--- src/rtl/dot_product_accumulator.sv ---
`default_nettype none
// ============================================================================
// Module   : dot_product_accumulator
// Brief    : Registered adder-tree lane reduction with per-vector accumulation
//            and valid/ready handshakes on both sides.
// Revision : 1.0 - initial release
// ============================================================================
module dot_product_accumulator #(
  parameter int N             = 8,
  parameter int NUM_INSTANCES = 20,
  parameter int ACC_W         = 32,
  parameter int BEAT_W        = 8
) (
  input  logic                            clk,
  input  logic                            rst,
  input  logic [2*N*NUM_INSTANCES-1:0]    in_products,
  input  logic                            in_valid,
  input  logic                            in_last,
  output logic                            in_ready,
  output logic [ACC_W-1:0]                out_data,
  output logic [BEAT_W-1:0]               out_beats,
  output logic                            out_overflow,
  output logic                            out_valid,
  input  logic                            out_ready
);

  localparam int LANE_W = 2 * N;
  localparam int L      = (NUM_INSTANCES <= 2) ? 1 : $clog2(NUM_INSTANCES);
  localparam int P      = 1 << L;
  localparam int SUM_W  = LANE_W + L;

  logic              w_stall;
  logic [L-1:0]      vld_q;
  logic [L-1:0]      last_q;
  logic [LANE_W-1:0] w_lane [P];
  logic [SUM_W-1:0]  w_tree;
  logic [ACC_W-1:0]  w_sum;
  logic              w_trunc;

  logic [ACC_W-1:0]  acc_q;
  logic [BEAT_W-1:0] beats_q;
  logic              ovf_q;
  logic [ACC_W-1:0]  out_data_q;
  logic [BEAT_W-1:0] out_beats_q;
  logic              out_ovf_q;
  logic              out_valid_q;

  logic [ACC_W:0]    acc_d;
  logic [BEAT_W-1:0] beats_d;
  logic              ovf_d;

  assign w_stall  = out_valid_q && !out_ready;
  assign in_ready = !w_stall;

  for (genvar i = 0; i < P; i++) begin : g_lane
    if (i < NUM_INSTANCES) begin : g_real
      assign w_lane[i] = in_products[LANE_W*i +: LANE_W];
    end else begin : g_pad
      assign w_lane[i] = '0;
    end
  end

  // Level k holds P>>k partial sums, each one bit wider than the level below.
  for (genvar k = 1; k <= L; k++) begin : g_lvl
    localparam int WK    = LANE_W + k;
    localparam int NODES = P >> k;
    for (genvar j = 0; j < NODES; j++) begin : g_node
      logic [WK-1:0] sum_q;
      logic [WK-2:0] w_a;
      logic [WK-2:0] w_b;
      if (k == 1) begin : g_leaf
        assign w_a = w_lane[2*j];
        assign w_b = w_lane[2*j+1];
      end else begin : g_inner
        assign w_a = g_lvl[k-1].g_node[2*j].sum_q;
        assign w_b = g_lvl[k-1].g_node[2*j+1].sum_q;
      end
      always_ff @(posedge clk) begin
        if (!w_stall) begin
          sum_q <= {1'b0, w_a} + {1'b0, w_b};
        end
      end
    end
  end

  assign w_tree = g_lvl[L].g_node[0].sum_q;

  always_ff @(posedge clk) begin
    if (rst) begin
      vld_q <= '0;
    end else if (!w_stall) begin
      vld_q[0] <= in_valid;
      for (int s = 1; s < L; s++) begin
        vld_q[s] <= vld_q[s-1];
      end
    end
  end

  always_ff @(posedge clk) begin
    if (!w_stall) begin
      last_q[0] <= in_last;
      for (int s = 1; s < L; s++) begin
        last_q[s] <= last_q[s-1];
      end
    end
  end

  // Bits dropped by truncation count as overflow of the vector sum.
  if (ACC_W >= SUM_W) begin : g_ext
    assign w_sum   = ACC_W'(w_tree);
    assign w_trunc = 1'b0;
  end else begin : g_trunc
    assign w_sum   = w_tree[ACC_W-1:0];
    assign w_trunc = |w_tree[SUM_W-1:ACC_W];
  end

  assign acc_d   = {1'b0, acc_q} + {1'b0, w_sum};
  assign ovf_d   = ovf_q | acc_d[ACC_W] | w_trunc;
  assign beats_d = (&beats_q) ? beats_q : beats_q + BEAT_W'(1);

  always_ff @(posedge clk) begin
    if (rst) begin
      acc_q       <= '0;
      beats_q     <= '0;
      ovf_q       <= 1'b0;
      out_data_q  <= '0;
      out_beats_q <= '0;
      out_ovf_q   <= 1'b0;
      out_valid_q <= 1'b0;
    end else if (!w_stall) begin
      out_valid_q <= vld_q[L-1] && last_q[L-1];
      if (vld_q[L-1]) begin
        if (last_q[L-1]) begin
          out_data_q  <= acc_d[ACC_W-1:0];
          out_beats_q <= beats_d;
          out_ovf_q   <= ovf_d;
          acc_q       <= '0;
          beats_q     <= '0;
          ovf_q       <= 1'b0;
        end else begin
          acc_q       <= acc_d[ACC_W-1:0];
          beats_q     <= beats_d;
          ovf_q       <= ovf_d;
        end
      end
    end
  end

  assign out_data     = out_data_q;
  assign out_beats    = out_beats_q;
  assign out_overflow = out_ovf_q;
  assign out_valid    = out_valid_q;

endmodule
`default_nettype wire
--- config.mk ---
export PLATFORM = sky130hd
export DESIGN_NAME = dot_product_accumulator
export DESIGN_NICKNAME = d
export VERILOG_FILES = /design/src/rtl/dot_product_accumulator.sv
export SDC_FILE = /design/constraint.sdc
export NUM_CORES = 1
export LEC_CHECK = 0
export CAP_MARGIN = 20
export CORE_ASPECT_RATIO = 1.2
export CORE_MARGIN = 10
export CORE_UTILIZATION = 35
export DETAILED_ROUTE_END_ITERATION = 10
export MAX_ROUTING_LAYER = met4
export SETUP_SLACK_MARGIN = 0.3
export SYNTH_ARGS = -nofsm -noshare
export SYNTH_HDL_FRONTEND = slang
export SYNTH_SLANG_ARGS = --single-unit
--- constraint.sdc ---
create_clock -name clk -period 28.7 [get_ports clk]
set_input_delay 5.74 -clock clk [delete_from_list [all_inputs] [get_ports clk]]
set_output_delay 5.74 -clock clk [all_outputs]
set_load 0.005 [all_outputs]
==> flow_metrics.tcl, run 1 <==
set metrics [dict create \
    cp.required_ns 22.96 \
    yosysSeqAreaShare 0.456 \
    antenna_left 0 \
    rsz0062_at_grt "false" \
    cts_hold_buf 0 \
    die_area_mm2 0.0944 \
    crit_fanout 87 \
    synthesis.area_mm2 0.0289 \
    dr.pass1.iters 5 \
    clkLatencyLatePin_ns 0.61 \
    finalHoldViolCount 0 \
    synth_edf_count 380 \
    crit_end "in_ready" \
    dp_slack_ns 15.29 \
    cts_resized 0 \
    worst_slack_ns 15.29 \
    clock-sinks 468 \
    fp.dieW_um 282 \
    r2r_cells 5 \
    cts_buffers 52 \
    final_core_util 0.433 \
    reg2reg_from "out_valid" \
    yosysWarnings 0 \
    cts_buffer_depth 3 \
    fillers 7768 \
    area_delta_synth_final_pct 22.9 \
    reg2reg_to "g_lvl[1].g_node[9].sum_q[8]" \
    post_cts_buffers 0 \
    start_util 0.352 \
    timing.setup.tns_ns 0 \
    cts_tree "done" \
    drt-total-wl_mm 66.5 \
    gp_congestion 0.856 \
    track_usage 0.143 \
    max_cap_violations 0 \
    clk_pin_slew_ns 0.06 \
    dpl.hpwl_mm 53.1 \
    reg2reg_slack_ns 24.74 \
    globalRouteOverflowTotal 0 \
    vias 20700 \
    fin_crit_sh 0.467 \
    nets 3734 \
    status "finished, final reports clean" \
    antennaDiodeCount 0 \
    vias_per_cell 5.00 \
    holdWs_ns 0.414 \
    end_kind "primary output" \
    ys_types 77 \
    die_y_um 335 \
    finalSetupViolCount 0 \
    cts.root.buffer_cell "clkbuf_16" \
    ys_ff_latch 468 \
    wl_per_cell_um 16.1 \
    max_slew_margin 0.374 \
    fmax_mhz 74.6 \
    numPortBuffers 367 \
    drcViolationCount 0 \
    synthArstFlopShare 0 \
    synth.avg_cell_area_um2 10.9 \
    htree_num_levels 2 \
    final_cell_mix "edfxtp_1, clkdlybuf4s50_1, ha_1, xnor2_1, a21oi_1" \
    hold_class "reg -> reg" \
    syn_inst 2652 \
    drive_above_1_share 0.0427 \
    grt_max_degree 89 \
    antenna_found_initial 0 \
    leakage_uw 0.0141 \
    drv_slew 0 \
    fin_skew_ns 0.0208 \
    drtIter0Drc 986 \
    io_pins 368 \
    crit_path_start_kind "input pin" \
    core_mm2 0.0819 \
    grt_pass1_wl_mm 108 \
    grt_pass1_vias 20800 \
    synth-main-ff-cell "edfxtp_1" \
    mostFrequentLayoutCell "edfxtp_1" \
    crit_arrival_ns 7.67 \
    period_needed_ns 13.41 \
    worst-slew-pin-transition_ns 0.939 \
    syn-num-nets 3337 \
    powerDensity_mw_per_mm2 88.0 \
    ir_drop_mv 0.0481 \
    fp-row-count 115 \
    setup.worst_path.class "in -> out" \
    cp-startpoint "out_ready" \
]
[metrics by stage]
stage / total power (uW) / instances / area [um^2]
finish: 3120 / 4144 / 35500
global route: 3370 / 4144 / 35500
CTS: 3170 / 4142 / 35400
detailed placement: 2500 / 4046 / 33700
global placement: 2480 / 4046 / 33700
floorplan: 2130 / 2652 / 28900
[metal layers]
layer	global-route usage	wire length (um)	vias to the layer above
li1	-	-	10800
met1	0.172	29300	9564
met2	0.250	33300	353
met3	0.0245	2880	68
met4	0.0304	1080	0
met5	-	0	-
[report_power, final]
group / switching, uW / internal, uW
Sequential: 98.8 / 1050
Combinational: 704 / 613
Clock: 271 / 378
[how the worst min path moves through the flow]
stage | startpoint | slack (ns) | cells past startpoint | endpoint
after floorplan | g_lvl[2].g_node[4].sum_q[0] | 0.40 | 0 | g_lvl[3].g_node[2].sum_q[0]
after global placement | g_lvl[2].g_node[4].sum_q[10] | 0.40 | 0 | g_lvl[3].g_node[2].sum_q[10]
after detailed placement | g_lvl[2].g_node[4].sum_q[3] | 0.40 | 0 | g_lvl[3].g_node[2].sum_q[3]
after CTS | g_lvl[2].g_node[4].sum_q[3] | 0.42 | 0 | g_lvl[3].g_node[2].sum_q[3]
after global routing | g_lvl[2].g_node[4].sum_q[13] | 0.42 | 0 | g_lvl[3].g_node[2].sum_q[13]
final | g_lvl[2].g_node[4].sum_q[3] | 0.41 | 0 | g_lvl[3].g_node[2].sum_q[3]
[synth_stat cells, types with 23 or more instances]
library cell,number,area (um^2)
a21o_1,59,443
a21oi_1,224,1120
a31oi_1,37,231
and3_1,23,144
dfxtp_1,88,1760
edfxtp_1,380,11400
ha_1,340,4250
inv_1,78,293
nand2_1,165,619
nand2b_1,27,169
nand3_1,63,315
nor2_1,212,796
nor3_1,91,455
o21ai_0,141,706
o21bai_1,51,383
or3_1,29,181
xnor2_1,228,2000
xor2_1,65,569
[sequential cells by signal, summed over array words and instances (netlist names)]
| register | flops |
|---|---|
| ovf_q | 1 |
| acc_q | 32 |
| vld_q | 5 |
| out_valid | 1 |
| out_data | 32 |
| out_beats | 8 |
| beats_q | 8 |
| last_q | 5 |
| out_overflow | 1 |
| g_lvl.g_node.sum_q | 375 |
[critical path: stages]
cell	delay, ns
clkdlybuf4s50_1	0.40
nor2b_1	0.51
inv_8	0.36
clkdlybuf4s50_1	0.58
[logic make-up after synthesis]
group / count (synthesis) / synth area share
AO/OA/AOI/OAI: 703 / 0.158
XOR/XNOR: 293 / 0.0889
adder cells (fa/ha/maj): 360 / 0.161
buffers and inverters: 114 / 0.0170
flip-flops: 468 / 0.456
multiplexers: 4 / 0.00139
AND/OR/NAND/NOR: 710 / 0.117
[layout make-up]
cell class,instances,area [um^2],share of cell area
sequential,468,13200,0.371
inverter,79,304,0.00857
timing repair buffer,378,3780,0.106
clock inverter,30,233,0.00656
tap,1053,1320,0.0372
clock buffer,66,1460,0.0411
multi-input combinational,2070,15200,0.429
No activity file was read; power rests on OpenSTA's default activity.
==> run 2: changes to the inputs <==
==> constraint.sdc (replaced) <==
create_clock -name clk -period 10.84 [get_ports clk]
set_input_delay 2.168 -clock clk [delete_from_list [all_inputs] [get_ports clk]]
set_output_delay 2.168 -clock clk [all_outputs]
set_load 0.005 [all_outputs]
==> run 2 against run 1 <==
Net effect: critical path depth is the same; global-route usage shrank 0.086 points; design area grew 0.24%; die area is the same; via count grew 0.41%; largest power group unchanged.
==> flow_metrics.tcl, run 2 (synthesis results as in run 1) <==
set metrics [dict create \
    status "finished, final reports clean" \
    cts_buffer_depth 3 \
    cp.required_ns 8.67 \
    setup.worst_path.class "in -> out" \
    gp_congestion 0.834 \
    cts_tree "done" \
    end_kind "primary output" \
    die_area_mm2 0.0944 \
    wl_per_cell_um 16.1 \
    max_slew_margin 0.250 \
    max_cap_violations 0 \
    antenna_found_initial 0 \
    netSwitchingFraction 0.343 \
    grt_max_degree 89 \
    hold-path-cell-count 0 \
    vias_per_cell 5.03 \
    reg2reg_slack_ns 7.56 \
    antenna_left 0 \
    drive_above_1_share 0.0424 \
    comb_power_share 0.421 \
    clkLatencyLatePin_ns 0.61 \
    reg2reg_to "g_lvl[3].g_node[0].sum_q[18]" \
    crit_fanout 68 \
    numPortBuffers 367 \
    htree_num_levels 2 \
    largest_reg_flops 375 \
    drtIter0Drc 1048 \
    fin_skew_ns 0.0247 \
    holdWs_ns 0.414 \
    hold_class "reg -> reg" \
    nets 3733 \
    drt-total-wl_mm 66.6 \
    power.share.sequential 0.365 \
    globalRouteOverflowTotal 0 \
    cts_resized 0 \
    antennaDiodeCount 0 \
    drv_slew 0 \
    drcViolationCount 0 \
    r2r_cells 10 \
    start_util 0.352 \
    dr.pass1.iters 5 \
    rsz0062_at_grt "false" \
    powerDensity_mw_per_mm2 235 \
    fin_crit_sh 0.589 \
    fmax_mhz 157 \
    multi_input_comb_area_mm2 0.0152 \
    vias 20800 \
    area_delta_synth_final_pct 23.2 \
    mostFrequentLayoutCell "edfxtp_1" \
    fp.dieW_um 282 \
    track_usage 0.143 \
    grt_pass1_vias 20700 \
    ir_drop_mv 0.130 \
    reg2reg_from "g_lvl[2].g_node[1].sum_q[0]" \
    p_int_uw 5480 \
    finalHoldViolCount 0 \
    fillers 7738 \
    clock-sinks 468 \
    crit_arrival_ns 4.21 \
    cts_buffers 52 \
    min_to "g_lvl[4].g_node[1].sum_q[9]" \
    regArea_mm2 0.0132 \
    worst-slew-pin-transition_ns 1.12 \
    clkPwrFrac 0.214 \
    cts_hold_buf 0 \
    cts.root.buffer_cell "clkbuf_16" \
    finalSetupViolCount 0 \
    fp-row-count 115 \
    period_needed_ns 6.38 \
    top_register "g_lvl.g_node.sum_q" \
    die_y_um 335 \
    dpl.hpwl_mm 53.0 \
    crit_path_start_kind "input pin" \
    grt_pass1_wl_mm 106 \
    min_from "g_lvl[3].g_node[2].sum_q[9]" \
    final_cell_mix "edfxtp_1, clkdlybuf4s50_1, ha_1, xnor2_1, a21oi_1" \
    leakage_uw 0.0141 \
    clk_pin_slew_ns 0.06 \
    core_mm2 0.0819 \
    io_pins 368 \
    post_cts_buffers 0 \
    timing.setup.tns_ns 0 \
    switchingPower_uw 2860 \
]
-- run 2: final cells by class --
class,count,area share
clock buffers,71,0.0409
inverters,79,0.00880
clock inverters,25,0.00848
flip-flops and latches,468,0.371
multi-input cells,2070,0.428
repair buffers,377,0.106
well taps,1053,0.0371
-- run 2: worst max-delay path, cell delays in order --
cell and delay, ns:
clkdlybuf4s50_1 0.40, nor2b_1 0.74, inv_16 0.22, clkdlybuf4s50_1 0.60
-- run 2: power by group through the flow --
stage,combinational [uW],clock [uW],sequential [uW]
finish,3510,1780,3040
global route,3980,1910,3100
CTS,3570,1840,3050
detailed placement,3540,0,3080
global placement,3520,0,3080
floorplan,2700,0,2940
-- run 2: worst max path at each step --
stage,cells after the start,startpoint,endpoint
2_1_floorplan,9,out_ready,out_data[26]
3_3_place_gp,4,out_ready,in_ready
3_5_place_dp,4,out_ready,in_ready
4_1_cts,4,out_ready,in_ready
5_1_grt,4,out_ready,in_ready
6_report,4,out_ready,in_ready
-- run 2: metal layers --
metal / wire [um] / track usage
met1: 28800 / 0.166
met2: 33100 / 0.249
met3: 3180 / 0.0242
met4: 1520 / 0.0406
met5: 0 / -
-- run 2: through the flow --
| step | cells | cell area, um^2 | util | worst slack (ns) | power [uW] |
|---|---|---|---|---|---|
| finish | 4143 | 35500 | 0.434 | 4.46 | 8340 |
| global route | 4143 | 35500 | 0.434 | 4.38 | 8990 |
| CTS | 4141 | 35500 | 0.434 | 4.42 | 8460 |
| detailed placement | 4045 | 33700 | 0.412 | 4.43 | 6630 |
| global placement | 4045 | 33700 | 0.412 | 4.45 | 6600 |
| floorplan | 2652 | 28900 | - | 2.45 | 5640 |
